File: src/rtl/bus_cycle_arbiter_if.sv
// Bus-side signal bundle of the bus cycle arbiter.
// The master modport is the arbiter's view; slave is the requester/bus-interface view.
interface bus_cycle_arbiter_if;
    logic       euReq;
    logic [1:0] euKind;
    logic       euWord;
    logic       intaReq;
    logic       qFull;
    logic       suspend;
    logic       HOLD;
    logic       lockIn;
    logic       busDone;
    logic       busStart;
    logic [2:0] busKind;
    logic       busHighByte;
    logic       euAck;
    logic       intaAck;
    logic       HOLDA;
    logic [2:0] arbState;

    modport master (
        input  euReq, euKind, euWord, intaReq, qFull, suspend, HOLD, lockIn, busDone,
        output busStart, busKind, busHighByte, euAck, intaAck, HOLDA, arbState
    );

    modport slave (
        output euReq, euKind, euWord, intaReq, qFull, suspend, HOLD, lockIn, busDone,
        input  busStart, busKind, busHighByte, euAck, intaAck, HOLDA, arbState
    );
endinterface

File: src/rtl/bus_cycle_arbiter.sv
// Bus cycle arbiter: sequences prefetch, EU byte/word, two-cycle INTA and HOLD handover.
// Optional feature: define BUS_ARB_LOCK_EN so that lockIn blocks the HOLD grant.
module bus_cycle_arbiter (
    input  logic                CLKx4,
    input  logic                RESET_n,
    bus_cycle_arbiter_if.master bus
);

    typedef enum logic [2:0] {
        IDLE    = 3'd0,
        FETCH   = 3'd1,
        EU_LO   = 3'd2,
        EU_HI   = 3'd3,
        INTA1   = 3'd4,
        INTA2   = 3'd5,
        HOLDING = 3'd6
    } arbState_e;

    arbState_e  state_r;
    arbState_e  next_s;
    logic       armed_r;
    logic [1:0] euKind_r;
    logic       euWord_r;
    logic       holdGrant_s;
    logic [1:0] kindSel_s;

    logic       busStart_s;
    logic [2:0] busKind_s;
    logic       busHighByte_s;
    logic       euAck_s;
    logic       intaAck_s;
    logic       holda_s;

    logic       busStart_r;
    logic [2:0] busKind_r;
    logic       busHighByte_r;
    logic       euAck_r;
    logic       intaAck_r;
    logic       holda_r;

`ifdef BUS_ARB_LOCK_EN
    assign holdGrant_s = bus.HOLD & ~bus.lockIn;
`else
    logic unusedLockIn_s;
    assign unusedLockIn_s = bus.lockIn;
    assign holdGrant_s    = bus.HOLD;
`endif

    // State register; armed_r keeps the first edge after reset free of arbitration.
    always_ff @(posedge CLKx4 or negedge RESET_n) begin
        if (!RESET_n) begin
            state_r  <= IDLE;
            armed_r  <= 1'b0;
            euKind_r <= 2'b00;
            euWord_r <= 1'b0;
        end else begin
            state_r <= next_s;
            armed_r <= 1'b1;
            if ((state_r == IDLE) && (next_s == EU_LO)) begin
                euKind_r <= bus.euKind;
                euWord_r <= bus.euWord;
            end
        end
    end

    // Next-state logic: arbitration only in IDLE, sequences advance on busDone.
    always_comb begin
        next_s = state_r;
        case (state_r)
            IDLE: begin
                if (!armed_r) begin
                    next_s = IDLE;
                end else if (holdGrant_s) begin
                    next_s = HOLDING;
                end else if (bus.intaReq) begin
                    next_s = INTA1;
                end else if (bus.euReq) begin
                    next_s = EU_LO;
                end else if (!bus.qFull && !bus.suspend) begin
                    next_s = FETCH;
                end else begin
                    next_s = IDLE;
                end
            end
            FETCH:   next_s = bus.busDone ? IDLE : FETCH;
            EU_LO: begin
                if (bus.busDone) begin
                    next_s = euWord_r ? EU_HI : IDLE;
                end else begin
                    next_s = EU_LO;
                end
            end
            EU_HI:   next_s = bus.busDone ? IDLE : EU_HI;
            INTA1:   next_s = bus.busDone ? INTA2 : INTA1;
            INTA2:   next_s = bus.busDone ? IDLE : INTA2;
            HOLDING: next_s = bus.HOLD ? HOLDING : IDLE;
            default: next_s = IDLE;
        endcase
    end

    // Output decode from the upcoming state so the registered outputs line up with it.
    always_comb begin
        busStart_s = 1'b0;
        busKind_s  = 3'b000;
        kindSel_s  = (state_r == IDLE) ? bus.euKind : euKind_r;
        case (next_s)
            FETCH:        busKind_s = 3'b000;
            EU_LO, EU_HI: busKind_s = {1'b0, kindSel_s} + 3'b001;
            INTA1, INTA2: busKind_s = 3'b101;
            default:      busKind_s = 3'b000;
        endcase
        if (next_s != state_r) begin
            case (next_s)
                FETCH, EU_LO, EU_HI, INTA1, INTA2: busStart_s = 1'b1;
                default:                           busStart_s = 1'b0;
            endcase
        end else begin
            busStart_s = 1'b0;
        end
        busHighByte_s = (next_s == EU_HI);
        euAck_s       = (next_s == IDLE) && ((state_r == EU_LO) || (state_r == EU_HI));
        intaAck_s     = (next_s == IDLE) && (state_r == INTA2);
        holda_s       = (next_s == HOLDING);
    end

    // Output registers.
    always_ff @(posedge CLKx4 or negedge RESET_n) begin
        if (!RESET_n) begin
            busStart_r    <= 1'b0;
            busKind_r     <= 3'b000;
            busHighByte_r <= 1'b0;
            euAck_r       <= 1'b0;
            intaAck_r     <= 1'b0;
            holda_r       <= 1'b0;
        end else begin
            busStart_r    <= busStart_s;
            busKind_r     <= busKind_s;
            busHighByte_r <= busHighByte_s;
            euAck_r       <= euAck_s;
            intaAck_r     <= intaAck_s;
            holda_r       <= holda_s;
        end
    end

    assign bus.busStart    = busStart_r;
    assign bus.busKind     = busKind_r;
    assign bus.busHighByte = busHighByte_r;
    assign bus.euAck       = euAck_r;
    assign bus.intaAck     = intaAck_r;
    assign bus.HOLDA       = holda_r;
    assign bus.arbState    = state_r;

endmodule

File: src/flat_wrapper.sv
// flat-port wrapper written by rule: the top's interface ports become plain ports
module bus_cycle_arbiter_flat 
  (CLKx4, RESET_n, bus_euReq, bus_euKind, bus_euWord, bus_intaReq, bus_qFull, bus_suspend, bus_HOLD, bus_lockIn, bus_busDone, bus_busStart, bus_busKind, bus_busHighByte, bus_euAck, bus_intaAck, bus_HOLDA, bus_arbState);
  bus_cycle_arbiter_if bus_i ();
  input  logic CLKx4;
  input  logic RESET_n;
  input wire logic [$bits(bus_i.euReq)-1:0] bus_euReq;
  input wire logic [$bits(bus_i.euKind)-1:0] bus_euKind;
  input wire logic [$bits(bus_i.euWord)-1:0] bus_euWord;
  input wire logic [$bits(bus_i.intaReq)-1:0] bus_intaReq;
  input wire logic [$bits(bus_i.qFull)-1:0] bus_qFull;
  input wire logic [$bits(bus_i.suspend)-1:0] bus_suspend;
  input wire logic [$bits(bus_i.HOLD)-1:0] bus_HOLD;
  input wire logic [$bits(bus_i.lockIn)-1:0] bus_lockIn;
  input wire logic [$bits(bus_i.busDone)-1:0] bus_busDone;
  output wire logic [$bits(bus_i.busStart)-1:0] bus_busStart;
  output wire logic [$bits(bus_i.busKind)-1:0] bus_busKind;
  output wire logic [$bits(bus_i.busHighByte)-1:0] bus_busHighByte;
  output wire logic [$bits(bus_i.euAck)-1:0] bus_euAck;
  output wire logic [$bits(bus_i.intaAck)-1:0] bus_intaAck;
  output wire logic [$bits(bus_i.HOLDA)-1:0] bus_HOLDA;
  output wire logic [$bits(bus_i.arbState)-1:0] bus_arbState;
  assign bus_i.euReq = bus_euReq;
  assign bus_i.euKind = bus_euKind;
  assign bus_i.euWord = bus_euWord;
  assign bus_i.intaReq = bus_intaReq;
  assign bus_i.qFull = bus_qFull;
  assign bus_i.suspend = bus_suspend;
  assign bus_i.HOLD = bus_HOLD;
  assign bus_i.lockIn = bus_lockIn;
  assign bus_i.busDone = bus_busDone;
  assign bus_busStart = bus_i.busStart;
  assign bus_busKind = bus_i.busKind;
  assign bus_busHighByte = bus_i.busHighByte;
  assign bus_euAck = bus_i.euAck;
  assign bus_intaAck = bus_i.intaAck;
  assign bus_HOLDA = bus_i.HOLDA;
  assign bus_arbState = bus_i.arbState;
  bus_cycle_arbiter u_core (.CLKx4(CLKx4), .RESET_n(RESET_n), .bus(bus_i));
endmodule
File: config.mk
export PLATFORM = sky130hd
export DESIGN_NAME = bus_cycle_arbiter_flat
export DESIGN_NICKNAME = d
export VERILOG_FILES = /design/src/rtl/bus_cycle_arbiter_if.sv /design/src/rtl/bus_cycle_arbiter.sv /design/src/flat_wrapper.sv
export SDC_FILE = /design/constraint.sdc
export NUM_CORES = 1
export LEC_CHECK = 0
export CORE_MARGIN = 2
export CORE_UTILIZATION = 46
export DETAILED_ROUTE_END_ITERATION = 8
export PLACE_DENSITY = 0.77
export SLEW_MARGIN = 20
export SYNTH_ARGS = -nofsm -noshare
export SYNTH_HDL_FRONTEND = slang
export SYNTH_SLANG_ARGS = --single-unit
export TNS_END_PERCENT = 1
File: constraint.sdc
create_clock -name CLKx4 -period 2.5 [get_ports CLKx4]
set_input_delay 0.375 -clock CLKx4 [delete_from_list [all_inputs] [get_ports CLKx4]]
set_output_delay 0.375 -clock CLKx4 [all_outputs]
set_load 0.1 [all_outputs]
==> impl_metrics.ini <==
[cts]
cts_tree = yes
htree_levels = 1
cts_buffers = 3
insertion_delay_ps = 280
cts_sinks = 15
cts_resized = 0
post-cts-setup-buffer-count = 0
cts_hold_buf = 0
cts_max_path_buffers = 2
clock-root-buffer = clkbuf_4
clk_pin_slew_ps = 90

[logic_synthesis]
synth_cell_type_count = 41
avgSynthCellArea_um2 = 10.48
yosys_warnings = 0
synth-seq-area-share_pct = 43.67
synth_cells = 82
synth_nets = 95
netlist_area_um2 = 859.6
ys_ff_latch = 15

[layout]
antenna_cells = 0
layoutNonFillerInstCount = 128
multi_input_area_um2 = 457.9
final_nets = 117
layout_commonest_cell = dfrtp_1
regArea_um2 = 375.4
drive_gt1_share_pct = 22.33
layout_common_cells = dfrtp_1, buf_4, clkdlybuf4s50_1
fillers = 152
syn2layout_area_growth_pct = 25.76

[timing]
rsz0062_at_grt = no
setup_viol = 0
worst_pin_slew_ps = 657.6
timing.final.crit_period_ps = 1973
hold_viol_final = 0
setup_ws_ps = 526.6
post-route-period-util_pct = 78.93
max_freq_mhz = 506.8
whs_ps = 485.8
tns_ps = 0
drv_slew = 0
clock_skew_ps = 6.824
slew_headroom_pct = 56.02

[floorplan]
die_w_um = 47.23
dieArea_um2 = 2230
start_util_pct = 49.25
die_y_um = 47.23
ioPinCount = 23
rows = 15
fp.coreArea_um2 = 1745

[placement]
place_hpwl_um = 1348
port_buffers = 21
dpl.cell_count = 124
dp_slack_ps = 388.3
routabilityCongestion = 0.7931

[route]
wl_per_cell_um = 13.79
antenna_left = 0
wl_um = 1765
drt_iter0_drc = 14
routed-via-count = 721
drc = 0
first_pass_iters = 4
via_per_inst = 5.633

[grt]
busiest_layer = met1
grt_pass1_vias = 592
grtUsageMet3_pct = 3.462
grt_antenna_before_repair = 0
gr-usage-met1_pct = 26.95
grt_overflow_total = 0
grt_pass1_wl_um = 2753
use_met2_pct = 25.68
grt_max_degree = 17
grt_use_total_pct = 18.07

[worst_setup_path]
arrival_ps = 2150
cp_max_fo = 16
worstSetupPathType = reg -> reg
reg2regPathDepth = 4
timing.rr.start = u_core.bus.arbState[1]
r2r_end = u_core.bus.busKind[1]
r2r_slack_ps = 530
endpoint_kind = register
crit_required_ps = 2680
start_kind = register

[job]
drv_cap = 0

[hold_path]
hold_path_class = in -> async

[outcome]
status = finished clean
-- per-stage QoR --
step	util (%)	instance area, µm²
floorplan	-	859.6
global placement	60.43	1055
global route	61.94	1081
finish	61.94	1081
CTS	61.94	1081
detailed placement	60.43	1055
-- synthesized netlist by cell type (all sizes together) --
master	count	share of area, %
and3	1	0.73
nor2b	2	1.5
nor4b	1	2.8
nor2	3	1.3
nand2b	2	1.5
mux2	2	2.6
o41ai	3	3.1
o211ai	1	0.87
or4b	1	1.2
o2111a	2	2.6
or3	1	1.3
o2111ai	1	1.0
nand2	7	3.9
nor3	2	1.2
conb	1	0.44
nor4	2	1.5
a2bb2oi	1	1.0
dfrtp	15	44
ha	1	1.5
o2bb2ai	1	1.0
a21oi	2	1.2
o21bai	2	1.7
clkbuf	1	0.44
or2b	1	0.87
or4	1	0.87
and4b	1	1.2
buf	3	1.7
a211o	1	1.0
o21ai	6	4.4
o311ai	1	1.0
or2	1	0.73
and2	2	1.5
a211oi	2	1.7
o221a	1	1.3
inv	2	0.87
o21a	2	1.7
nand3b	1	0.87
mux2i	2	2.3
-- flip-flops by register name, summed over array words and instances (netlist names) --
register                cells
u_core.bus.arbState         3
u_core.bus.busKind          3
u_core.euKind_r             2
u_core.armed_r              1
u_core.bus.HOLDA            1
u_core.bus.busHighByte      1
u_core.bus.busStart         1
u_core.bus.euAck            1
u_core.bus.intaAck          1
u_core.euWord_r             1
-- how the worst max path moves through the flow --
stage                                      start                     to  slack (ps)  cells past startpoint
final                     u_core.bus.arbState[1]  u_core.bus.busKind[1]         530                      4
after global routing      u_core.bus.arbState[1]  u_core.bus.busKind[1]         410                      4
after CTS                 u_core.bus.arbState[1]  u_core.bus.busKind[1]         530                      4
after detailed placement                bus_HOLD        u_core.euWord_r         390                      5
after global placement                  bus_HOLD        u_core.euWord_r         430                      5
after floorplan           u_core.bus.arbState[1]  u_core.bus.busKind[1]         190                      5
-- critical path, cell delays in order (launching register included) --
cell and delay, ps:
dfrtp_1 570, nor3_1 470, mux2_2 410, ha_1 270, and3_1 140
-- cell families after synthesis --
logic type | Yosys count | synth area share (%)
compound gates | 26 | 23.73
fa+ha+maj | 1 | 1.455
buf+inv | 6 | 3.056
flops | 15 | 43.67
mux | 4 | 4.949
other cells | 1 | 0.4363
simple gates | 29 | 22.71
-- layout make-up --
| cell class | instances | area share, % |
|---|---|---|
| multi-input cells | 61 | 42.36 |
| flip-flops and latches | 15 | 34.72 |
| repair buffers | 21 | 16.90 |
| well taps | 25 | 2.894 |
| clock buffers | 4 | 2.431 |
| inverters | 2 | 0.6944 |
-- per-layer routing --
metal	share of wire, %	vias to the layer above
met4	1.1	0
met2	47	30
li1	-	355
met3	5.5	2
met5	0	-
met1	47	334
Power is not shown: default switching activity piles up to over one toggle a cycle in this logic, so the estimate is an artifact.
